File: config.mk
export PLATFORM = sky130hd
export DESIGN_NAME = mux_serializer_flat
export DESIGN_NICKNAME = d
export VERILOG_FILES = /design/src/rtl/mux_ser_pkg.sv /design/src/rtl/mux_ser_if.sv /design/src/rtl/mux_serializer_bit_select_mux.sv /design/src/rtl/mux_serializer.sv /design/src/flat_wrapper.sv
export SDC_FILE = /design/constraint.sdc
export NUM_CORES = 1
export LEC_CHECK = 0
export CAP_MARGIN = 20
export CORE_MARGIN = 3
export CORE_UTILIZATION = 29
export DETAILED_ROUTE_END_ITERATION = 10
export DONT_BUFFER_PORTS = 1
export PLACE_DENSITY_LB_ADDON = 0.12
export SLEW_MARGIN = 20
export SYNTH_ARGS = -nofsm -noshare
export SYNTH_HDL_FRONTEND = slang
export SYNTH_SLANG_ARGS = --single-unit
File: constraint.sdc
create_clock -name clk -period 2.2 [get_ports clk]
set_input_delay 0 -clock clk [delete_from_list [all_inputs] [get_ports clk]]
set_output_delay 0 -clock clk [all_outputs]
set_load 0.05 [all_outputs]
File: src/rtl/mux_ser_pkg.sv
// Shared definitions for the bit-select serializer and its downstream mux stages.
package mux_ser_pkg;

  typedef enum logic {
    IDLE  = 1'b0,
    SHIFT = 1'b1
  } state_e;

  // Width of a select bus addressing 'width' bit positions (at least one bit).
  function automatic int unsigned sel_width(input int unsigned width);
    return (width > 1) ? $clog2(width) : 1;
  endfunction

endpackage

File: src/rtl/mux_ser_if.sv
// Word-in / bit-out handshake bundle for mux_serializer.
interface mux_ser_if
  import mux_ser_pkg::*;
#(
  parameter int unsigned WIDTH = 8
) ();

  localparam int unsigned CW = sel_width(WIDTH);

  logic             in_valid;
  logic [WIDTH-1:0] in_data;
  logic             in_ready;
  logic             ser_ready;
  logic             ser_valid;
  logic             ser_out;
  logic [CW-1:0]    sel;
  logic             ser_last;
  logic             busy;

  modport slave (
    input  in_valid, in_data, ser_ready,
    output in_ready, ser_valid, ser_out, sel, ser_last, busy
  );

  modport master (
    output in_valid, in_data, ser_ready,
    input  in_ready, ser_valid, ser_out, sel, ser_last, busy
  );

endinterface

File: src/rtl/mux_serializer_bit_select_mux.sv
// Combinational WIDTH:1 bit selector; out-of-range select values yield 0.
module bit_select_mux
  import mux_ser_pkg::*;
#(
  parameter int unsigned WIDTH = 8,
  parameter int unsigned CW    = sel_width(WIDTH)
) (
  input  logic [WIDTH-1:0] data,
  input  logic [CW-1:0]    sel,
  output logic             y
);

  always_comb begin
    y = 1'b0;
    for (int unsigned i = 0; i < WIDTH; i++) begin
      if (sel == CW'(i)) y = data[i];
    end
  end

endmodule

File: src/rtl/mux_serializer.sv
// Parallel-to-serial front end: accepts a word, then presents one selected bit
// per cycle together with the select index driving a downstream mux.
module mux_serializer
  import mux_ser_pkg::*;
#(
  parameter int unsigned WIDTH     = 8,
  parameter bit          LSB_FIRST = 1'b1
) (
  input  logic      clk,
  input  logic      rst,
  mux_ser_if.slave  bus
);

  localparam int unsigned   CW   = sel_width(WIDTH);
  localparam logic [CW-1:0] LAST = CW'(WIDTH - 1);

  state_e           r_state;
  state_e           w_state_nxt;
  logic [WIDTH-1:0] r_word;
  logic [CW-1:0]    r_count;
  logic [CW-1:0]    w_count_nxt;
  logic             w_load;
  logic             w_shift;
  logic             w_last;
  logic [CW-1:0]    w_sel;
  logic             w_ser_out;

  assign w_shift = (r_state == SHIFT);
  assign w_last  = w_shift && (r_count == LAST);
  // sel is held at 0 outside SHIFT so MSB-first builds also idle at 0.
  assign w_sel   = !w_shift ? '0 : (LSB_FIRST ? r_count : LAST - r_count);

  always_comb begin
    w_state_nxt = r_state;
    w_count_nxt = r_count;
    w_load      = 1'b0;
    case (r_state)
      IDLE: begin
        if (bus.in_valid) begin
          w_state_nxt = SHIFT;
          w_count_nxt = '0;
          w_load      = 1'b1;
        end
      end
      SHIFT: begin
        if (bus.ser_ready) begin
          if (w_last) begin
            w_count_nxt = '0;
            if (bus.in_valid) begin
              w_load = 1'b1;
            end else begin
              w_state_nxt = IDLE;
            end
          end else begin
            w_count_nxt = r_count + 1'b1;
          end
        end
      end
      default: begin
        w_state_nxt = IDLE;
        w_count_nxt = '0;
      end
    endcase
  end

  always_ff @(posedge clk or posedge rst) begin
    if (rst) begin
      r_state <= IDLE;
      r_word  <= '0;
      r_count <= '0;
    end else begin
      r_state <= w_state_nxt;
      r_count <= w_count_nxt;
      if (w_load) r_word <= bus.in_data;
    end
  end

  bit_select_mux #(
    .WIDTH (WIDTH),
    .CW    (CW)
  ) u_bit_select_mux (
    .data (r_word),
    .sel  (w_sel),
    .y    (w_ser_out)
  );

  assign bus.in_ready  = !rst && (!w_shift || (w_last && bus.ser_ready));
  assign bus.ser_valid = w_shift;
  assign bus.ser_out   = w_ser_out;
  assign bus.sel       = w_sel;
  assign bus.ser_last  = w_last;
  assign bus.busy      = w_shift;

endmodule

File: src/flat_wrapper.sv
// flat-port wrapper written by rule: the top's interface ports become plain ports
module mux_serializer_flat import mux_ser_pkg::*;
#(
  parameter int unsigned WIDTH     = 8,
  parameter bit          LSB_FIRST = 1'b1
)
  (clk, rst, bus_in_valid, bus_in_data, bus_ser_ready, bus_in_ready, bus_ser_valid, bus_ser_out, bus_sel, bus_ser_last, bus_busy);
  mux_ser_if #(.WIDTH(WIDTH)) bus_i ();
  input  logic clk;
  input  logic rst;
  input wire logic [$bits(bus_i.in_valid)-1:0] bus_in_valid;
  input wire logic [$bits(bus_i.in_data)-1:0] bus_in_data;
  input wire logic [$bits(bus_i.ser_ready)-1:0] bus_ser_ready;
  output wire logic [$bits(bus_i.in_ready)-1:0] bus_in_ready;
  output wire logic [$bits(bus_i.ser_valid)-1:0] bus_ser_valid;
  output wire logic [$bits(bus_i.ser_out)-1:0] bus_ser_out;
  output wire logic [$bits(bus_i.sel)-1:0] bus_sel;
  output wire logic [$bits(bus_i.ser_last)-1:0] bus_ser_last;
  output wire logic [$bits(bus_i.busy)-1:0] bus_busy;
  assign bus_i.in_valid = bus_in_valid;
  assign bus_i.in_data = bus_in_data;
  assign bus_i.ser_ready = bus_ser_ready;
  assign bus_in_ready = bus_i.in_ready;
  assign bus_ser_valid = bus_i.ser_valid;
  assign bus_ser_out = bus_i.ser_out;
  assign bus_sel = bus_i.sel;
  assign bus_ser_last = bus_i.ser_last;
  assign bus_busy = bus_i.busy;
  mux_serializer #(.WIDTH(WIDTH), .LSB_FIRST(LSB_FIRST)) u_core (.clk(clk), .rst(rst), .bus(bus_i));
endmodule
Word level (Yosys, flattened, before mapping)
Cells that the tools add are included.

storage, ports and cells
  bits in latches = 0
  memories kept = 0
  bits in registers = 12
  bits in writable memories = 0
  word-level logic and storage cells = 43
  memory bits (read-only) = 0
  output and inout port bits = 8
  input bits = 12

operators by class
  order comparisons = 0
  $mul = 0
  divide/modulo/power cells = 0
  equal/unequal tests = 10
  shifts and indexed selects = 0
  add/sub/neg operators = 1
  muxes and demuxes = 20
  bitwise operators = 1
  reductions and logical operators = 8

operators with widths
  kind                                                              number
  3-bit == test (second input constant)                             5
  1-bit two-way mux                                                 13
  3-bit two-way mux                                                 4
  3-bit by 2-bit == test with 1-bit output (second input constant)  2
  3-bit one-hot mux with 2 select lines                             1
  2-bit != test (second input constant)                             2
  1-bit one-hot mux with 2 select lines                             2
  3-bit by 1-bit adder with 3-bit output (second input constant)    1
  3-bit by 1-bit == test with 1-bit output (second input constant)  1
  1-bit logical AND                                                 3
  3-bit logical NOT                                                 1
  1-bit logical NOT                                                 2
  2-bit AND reduction                                               1
  1-bit logical OR                                                  1
  1-bit inverter                                                    1

Depth between registers and ports, before layout
Gate-level depths: netlist of the first run.

  depth after elaboration = 10
  depth in mapped cells = 6
  depth with buffers taken out = 5

By module
A second synthesis of the first run with hierarchy kept.

second synthesis, totals
  cells, all modules = 51
  area, all modules = 673.1 um^2

modules (own cells, without submodules)
  module          area each (um^2)  sequential area each (um^2)  instances  cells an instance
  mux_serializer  609.3             300.3                        1          48
  bit_select_mux  63.8              0.0                          1          3

Worst setup path after synthesis of the first run
No wires, ideal clock.

  path type = register -> output
  from = reg u_core.r_state, in the netlist u_core.bus.busy
  to = out bus_ser_out
  data required time = 2.200 ns
  arrival time = 1.928 ns
  path buffers = 1
  path slack = 0.272 ns
  cell stages (with the launch flop) = 5
  path through = dfrtp_1 > buf_2 > and2_1 > a22oi_1 > a22o_1

on the way
  word-level cells in the longest chain between the ends = 10
  elaborated cells on any way between the ends = 17
  classes of those cells = eq/ne: 7; mux: 9; reduce/logical: 1

RTL lines
  what                             RTL line                             source
  from (decl)                      mux_serializer.sv:17                 state_e r_state;
  from (signal assigned)           mux_serializer.sv:72                 r_state <= w_state_nxt;
  3-bit two-way mux *              mux_serializer.sv:31                 assign w_sel = !w_shift ? '0 : (LSB_FIRST ? r_count : LAST - r_count);
  net bus_sel[1]                   flat_wrapper.sv:17                   output wire logic [$bits(bus_i.sel)-1:0] bus_sel;
  3-bit logical NOT                mux_serializer_bit_select_mux.sv:16  if (sel == CW'(i)) y = data[i];
  1-bit two-way mux (7 in series)  mux_serializer_bit_select_mux.sv:16
  1-bit two-way mux *              mux_serializer_bit_select_mux.sv:16
  to (decl)                        flat_wrapper.sv:16                   output wire logic [$bits(bus_i.ser_out)-1:0] bus_ser_out;

Mark *: on every way through the listed nets, which the timed path passes. The rest lies on a longest branch.

Worst setup path in the final report of the first run
  from = reg u_core.r_count[0]
  to = reg u_core.r_word[3]

on the way
  word-level cells in the longest chain between the ends = 5

RTL lines
  what                                   RTL line              source
  from (decl)                            mux_serializer.sv:20  logic [CW-1:0] r_count;
  from (signal assigned)                 mux_serializer.sv:73  r_count <= w_count_nxt;
  3-bit == test                          mux_serializer.sv:29  assign w_last = w_shift && (r_count == LAST);
  1-bit logical AND                      mux_serializer.sv:29
  1-bit two-way mux                      mux_serializer.sv:47  if (w_last) begin
  1-bit two-way mux                      mux_serializer.sv:46  if (bus.ser_ready) begin
  1-bit one-hot mux with 2 select lines  mux_serializer.sv:37  case (r_state)
  to (signal assigned)                   mux_serializer.sv:74  if (w_load) r_word <= bus.in_data;
  to (decl)                              mux_serializer.sv:19  logic [WIDTH-1:0] r_word;

Every way passes these cells.
A chain may end at the register's enable or synchronous reset.

==> results of run 1 <==
## cells in the final DEF (no fill, tap or decap)
master / instances
sky130_fd_sc_hd__or2b_1: 1
sky130_fd_sc_hd__dfrtp_1: 12
sky130_fd_sc_hd__a21oi_1: 1
sky130_fd_sc_hd__or2_2: 1
sky130_fd_sc_hd__and2_2: 1
sky130_fd_sc_hd__a22o_1: 2
sky130_fd_sc_hd__clkbuf_4: 3
sky130_fd_sc_hd__mux2i_1: 3
sky130_fd_sc_hd__nand2b_1: 1
sky130_fd_sc_hd__ha_1: 2
sky130_fd_sc_hd__a22oi_1: 1
sky130_fd_sc_hd__mux2_4: 8
sky130_fd_sc_hd__mux2_2: 1
sky130_fd_sc_hd__a22o_2: 1
sky130_fd_sc_hd__a21boi_1: 1
sky130_fd_sc_hd__buf_4: 6
sky130_fd_sc_hd__clkbuf_8: 1
sky130_fd_sc_hd__mux4_2: 1
sky130_fd_sc_hd__o21ai_0: 2
sky130_fd_sc_hd__nor3_1: 1
sky130_fd_sc_hd__and2_1: 3
sky130_fd_sc_hd__nor2_1: 2
sky130_fd_sc_hd__dlygate4sd3_1: 11
sky130_fd_sc_hd__inv_1: 2
sky130_fd_sc_hd__nand2_1: 2
## logic make-up after synthesis
kind of cell | Yosys count | share of synthesized area, %
DFF | 12 | 44.4
muxes | 13 | 27.2
AOI/OAI and AO/OA | 8 | 8.52
buffers and inverters | 6 | 6.30
adders and majority gates | 2 | 3.70
and+or+nand+nor | 12 | 9.82
## how the worst max path moves through the flow
| stage | cells after the start | end | start |
|---|---|---|---|
| floorplan | 4 | bus_ser_out | u_core.bus.busy |
| finish | 6 | u_core.r_word[3] | u_core.r_count[0] |
| CTS | 6 | u_core.r_word[3] | u_core.r_count[0] |
| global route | 6 | u_core.r_word[3] | u_core.r_count[0] |
| global placement | 6 | u_core.r_word[3] | u_core.r_count[0] |
| detailed placement | 6 | u_core.r_word[7] | u_core.r_count[0] |
## area by class of cell
class | instances | share of cell area [%]
multi-input cells | 35 | 38.4
repair buffers | 17 | 17.9
clock buffers | 4 | 4.19
inverters | 2 | 0.867
well taps | 27 | 3.90
flip-flops and latches | 12 | 34.7
## timing repair
item                                   4_1_cts  5_1_grt
endpoints found under the hold margin       24        0
setup buffers                                0        0
hold buffers                                11        0
## state kept, by name, summed over array words and instances (netlist names)
register,flops
u_core.r_word,8
u_core.bus.busy,1
u_core.r_count,3
## through the flow
stage	std cells	util [%]	setup WS (ns)	hold slack, ns	cell area [um^2]
3_5_place_dp	82	34.6	0.302	-0.0735	719
6_report	97	41.6	0.330	0.0374	866
5_1_grt	97	41.6	0.207	0.0198	866
2_1_floorplan	53	-	0.272	-0.135	676
3_3_place_gp	82	34.6	0.334	-0.0811	719
4_1_cts	97	41.6	0.293	0.0265	866
## power by group
group | internal, mW | switching (mW)
clock | 0.100 | 0.0695
combinational | 0.282 | 0.324
sequential | 0.319 | 0.0826
total | 0.701 | 0.476
## worst max-delay path, delay by kind of cell, from the launching register on
family / cells / cell delay, ns
fa+ha+maj: 2 / 0.45
mux: 1 / 0.31
compound gates: 1 / 0.19
buf+inv: 1 / 0.20
simple gates: 1 / 0.13
flops: 1 / 0.48
## per-layer routing
layer  track usage [%]  routed length [um]  vias up
li1                  -                   -      221
met1              12.8                 555      217
met2              16.5                 568       14
met3              5.18                 105        2
met4              3.73                  10        0
met5                 0                   0        -
==> reports/metrics.cfg, run 1 <==
[yosys]
synth_cells = 53
synth.distinct_cells = 24
syn-mean-instance-area_um2 = 12.7
postSynth.topFlopCell = sky130_fd_sc_hd__dfrtp_1
netlist_top_cells_area = sky130_fd_sc_hd__dfrtp_1 44%, sky130_fd_sc_hd__mux2_4 18%, sky130_fd_sc_hd__mux2i_1 4.4%
synthesis.nets = 67
synth-edff-count = 0
ys_seq_elements = 12
synthArstFlopShare_pct = 100
seq_area_frac_synth_pct = 44.4
netlist.top_cell.by_area = sky130_fd_sc_hd__dfrtp_1
yosysWarningCount = 0
synth_top_area_share_pct = 44.4
synth.cells.most_frequent = 12 x sky130_fd_sc_hd__dfrtp_1, 8 x sky130_fd_sc_hd__mux2_4, 3 x sky130_fd_sc_hd__and2_1, 3 x sky130_fd_sc_hd__mux2i_1
syn-cell-area_um2 = 676
leading_cell_type_by_number_of_instances_after_synthesis = sky130_fd_sc_hd__dfrtp_1

[worst_setup_path]
timing.critical_path.cells = ha_1 > ha_1 > a21boi_1 > nand2b_1 > buf_4 > mux2_4
critPathCaptureType = flop
timing.setup.critical_path_class = flop to flop
critical-path-max-stage-delay_ns = 0.48
ff2ff_path_depth = 6
arrival_ns = 2.02
critical_r2r_launch = u_core.r_count[0]
worst_path_most_repeated_cell = sky130_fd_sc_hd__ha_1
cpMaxStageDelayCell = sky130_fd_sc_hd__dfrtp_1
ff2ff_setup_slack_ns = 0.33
worst-path-max-fanout = 8
worstSetupStartpointType = flop
worstPathRequired_ns = 2.35
timing.rr.end = u_core.r_word[3]

[final_layout]
num-nets-final = 85
n_antenna_cell = 0
synthToLayoutAreaGrowth_pct = 28.1
post_route_cells_drive_above_1_share_pct = 32.9
area_taken_by_flip_flops_and_latches_um2 = 300
multi_input_gate_area_in_the_final_layout_um2 = 333
layout.filler_cells = 210

[sta]
rsz_0062_raised_after_global_routing = false
finalMaxSlewViolations = 0
slew-limit-headroom_pct = 66.9
layout_worst_path_cycle_share_pct = 85.0
skew_ns = 0.00457
setup_viol = 0
hold_viol = 0
final.setup.tns_ns = 0
timing_worst_slew_pin_value_ns = 0.498
layout_min_cycle_time_ns = 1.87
fmax_mhz = 535

[power]
power_density_nw_per_um2 = 1360
ir_drop_v = 0.000591
overall_power_consumption_mw = 1.18
leakagePower_nw = 0.424

[drt]
first_pass_iteration_count_of_the_detailed_router = 3
antenna_violation_net_count_after_detailed_routing = 0
vias = 454
totalWireLength_um = 1240
avgRoutedWirePerCell_um = 12.8
drc = 0
drt_iter0_markers = 3
vias_per_cell = 4.68

[global_route]
grt.overflow.total = 0
grt_first_pass_wirelength_um = 2170
grt_antenna_before_repair = 0
globalRouteTotalUtil_pct = 10.7
pin_count_of_the_biggest_net_entering_global_routing = 13
first_global_vias = 492

[outcome]
outcome = finished clean

[placement]
gp_congestion = 0.689
portBuffers = 0

[clocking]
tritoncts.num_buffers = 3
cts_sinks = 12
cts.clk_slew.worst_paths_ns = 0.07
worst_skew_pair_latency_ns = 0.27
clockBufferDepth = 2
root_buffer_selected_by_cts = sky130_fd_sc_hd__clkbuf_4
tritoncts = yes
cts_htree_levels = 1
post_cts.resized_instances = 0

[die]
start_util_pct = 32.5
die_area_um2 = 2950
die-width_um = 54.3
floorplan_row_count = 16
die_h_um = 54.3
num_io_pins = 20
core_area_um2 = 2080

[run]
timing.max_cap.violations = 0

[min_path]
timing.hold.worst.start = bus_ser_ready
whs_endpoint = u_core.r_count[0]
worst_hold_path.num_cells = 2
holdCritPathClass = input pin to flop

No activity file was read; power rests on OpenSTA's default activity.
==> run 2: changes to the inputs <==
Clock period 2.2 ns to 1.69 ns, I/O delays scaled along.
==> run 2 against run 1 <==
  * Sequential share of layout area down 1.9 points
  * Die area unchanged
  * Sequential cell count unchanged
  * Cell count up 5.2%
==> reports/metrics.cfg, run 2 (synthesized netlist as in run 1, its figures left out) <==
[global_route]
grt_antenna_before_repair = 0  ; unchanged
pin_count_of_the_biggest_net_entering_global_routing = 13  ; unchanged
globalRouteTotalUtil_pct = 11.5  ; +0.82 points
grt_first_pass_wirelength_um = 2330  ; +7.3%
first_global_vias = 501  ; +1.8%
grt.overflow.total = 0  ; unchanged

[final_layout]
synthToLayoutAreaGrowth_pct = 36.1
most-common-layout-cells = 11 x sky130_fd_sc_hd__dlygate4sd3_1, 11 x sky130_fd_sc_hd__dfrtp_1, 9 x sky130_fd_sc_hd__buf_4
largest_register_ff_count = 8  ; unchanged
post-route-util_pct = 44.2  ; +2.6 points
post_route_cells_drive_above_1_share_pct = 45.3  ; +12 points
num-nets-final = 90  ; +5.9%
n_antenna_cell = 0  ; unchanged
stdcell_count = 102  ; +5.2%
registers.top_by_ff_count = u_core.r_word

[sta]
slew-limit-headroom_pct = 68.7  ; +1.7 points
layout_worst_path_cycle_share_pct = 95.2
setup_viol = 0  ; unchanged
layout_min_cycle_time_ns = 1.61
final.setup.tns_ns = 0  ; unchanged
timing_worst_slew_pin_value_ns = 0.470  ; -0.0281 ns
rsz_0062_raised_after_global_routing = false
fmax_mhz = 621
finalMaxSlewViolations = 0  ; unchanged
skew_ns = 0.00239  ; -0.00218 ns
hold_viol = 0  ; unchanged

[worst_setup_path]
critPathCaptureType = output pin
timing.critical_path.cells = buf_4 > mux4_2 > a22o_2
worstPathRequired_ns = 1.69  ; -0.66 ns
worst-path-max-fanout = 6  ; -2
critPathTopFamily = multiplexers
arrival_ns = 1.61  ; -0.41 ns
worstSetupStartpointType = flop
cpMaxStageDelayCell = sky130_fd_sc_hd__mux4_2
critical-path-max-stage-delay_ns = 0.50  ; +0.02 ns
timing.critical_path.buf_inv = 1  ; unchanged
timing.setup.critical_path_class = flop to output pin

[clocking]
clockBufferDepth = 2  ; unchanged
tritoncts = yes
cts_sinks = 12  ; unchanged
cts_htree_levels = 1  ; unchanged
worst_skew_pair_latency_ns = 0.27  ; about the same
cts.clk_slew.worst_paths_ns = 0.07  ; about the same
tritoncts.num_buffers = 3  ; unchanged
cts_setup_buffers = 0  ; unchanged
root_buffer_selected_by_cts = sky130_fd_sc_hd__clkbuf_4

[drt]
antenna_violation_net_count_after_detailed_routing = 0  ; unchanged
drc = 0  ; unchanged
first_pass_iteration_count_of_the_detailed_router = 1  ; -2
totalWireLength_um = 1330  ; +7.5%
vias_per_cell = 4.49  ; -4.1%
drt_iter0_markers = 0  ; -3
vias = 458  ; +0.88%
avgRoutedWirePerCell_um = 13.0  ; +2.2%

[die]
die-width_um = 54.3  ; unchanged
die_h_um = 54.3  ; unchanged
core_area_um2 = 2080  ; unchanged
start_util_pct = 32.5  ; unchanged
floorplan_row_count = 16  ; unchanged
die_area_um2 = 2950  ; unchanged
num_io_pins = 20  ; unchanged

[power]
power_frac_clock_pct = 11.7  ; -2.7 points
combinationalPowerShare_pct = 56.8  ; +5.3 points
ir_drop_v = 0.000858  ; +45%
leakagePower_nw = 0.454  ; +7.2%
share_seq_of_total_power_pct = 31.5  ; -2.6 points
power_density_nw_per_um2 = 1710  ; +26%
switchingPower_mw = 0.638  ; +34%
power_report.internal_total_mw = 0.937  ; +34%
p_sw_share_pct = 40.5  ; +0.10 points

[placement]
gp_congestion = 0.707  ; +2.6%
detailedPlacementHpwl_um = 999
portBuffers = 0  ; unchanged
placedCellCount = 87  ; +6.1%

[run]
timing.max_cap.violations = 0  ; unchanged

[outcome]
outcome = finished clean

[min_path]
holdCritPathClass = input pin to flop

run 2: cell types whose count changed in the layout (fill, tap and decap cells not counted), moves of 2 or more:
cell	delta
sky130_fd_sc_hd__buf_6	+2
sky130_fd_sc_hd__and2_1	-2
sky130_fd_sc_hd__and2_2	+2
sky130_fd_sc_hd__buf_4	+3
run 2: repair_timing:
item	in CTS	in global routing
endpoints found under the setup margin	0	8
resized for setup	0	5
hold buffers	11	0
endpoints found under the hold margin	24	0
run 2: per-stage QoR:
step | hold WS [ns] | instance area (um^2) | power, mW | setup slack [ns]
6_report | 0.0342 | 920 | 1.57 | 0.0806
3_3_place_gp | -0.0626 | 762 | 1.37 | 0.0746
3_5_place_dp | -0.0694 | 762 | 1.37 | 0.0322
5_1_grt | 0.0295 | 920 | 1.70 | 0.00123
4_1_cts | 0.0220 | 898 | 1.58 | 0.00447
2_1_floorplan | -0.135 | 681 | 1.20 | 0.0519
run 2: layer usage:
layer | vias up | routed length [um] | part of all wire (%) | global-route usage (%)
met1 | 216 | 620 | 47 | 15.3
met3 | 0 | 102 | 7.7 | 5.18
met5 | - | 0 | 0 | 0
li1 | 229 | - | - | -
met2 | 13 | 609 | 46 | 16.3
met4 | 0 | 0 | 0 | 3.73
run 2: worst paths after layout:
path                              startpoint           endpoint  slack (ns)  depth (start not counted)
max in group asynchronous                rst    u_core.bus.busy        1.16                          2
max reg2reg                u_core.r_count[0]   u_core.r_word[4]        0.09                          6
min                            bus_ser_ready  u_core.r_count[0]        0.03                          2
min in group asynchronous                rst  u_core.r_count[1]        0.18                          2
max                        u_core.r_count[0]        bus_ser_out        0.08                          3
min reg2reg                 u_core.r_word[7]   u_core.r_word[7]        0.51                          1
run 2: final cells by class:
| type | instances | area, um^2 |
|---|---|---|
| Clock buffer | 4 | 26.3 |
| Sequential cell | 12 | 302 |
| Tap cell | 27 | 33.8 |
| Fill cell | 217 | 1160 |
| Inverter | 2 | 7.51 |
| Multi-Input combinational cell | 35 | 350 |
| Timing Repair Buffer | 22 | 200 |
run 2: power groups by stage:
stage	registers [mW]	logic [mW]	clock network, mW
floorplan	0.494	0.703	0
global placement	0.504	0.867	0
detailed placement	0.501	0.866	0
CTS	0.496	0.894	0.194
global route	0.519	0.971	0.213
finish	0.495	0.895	0.184
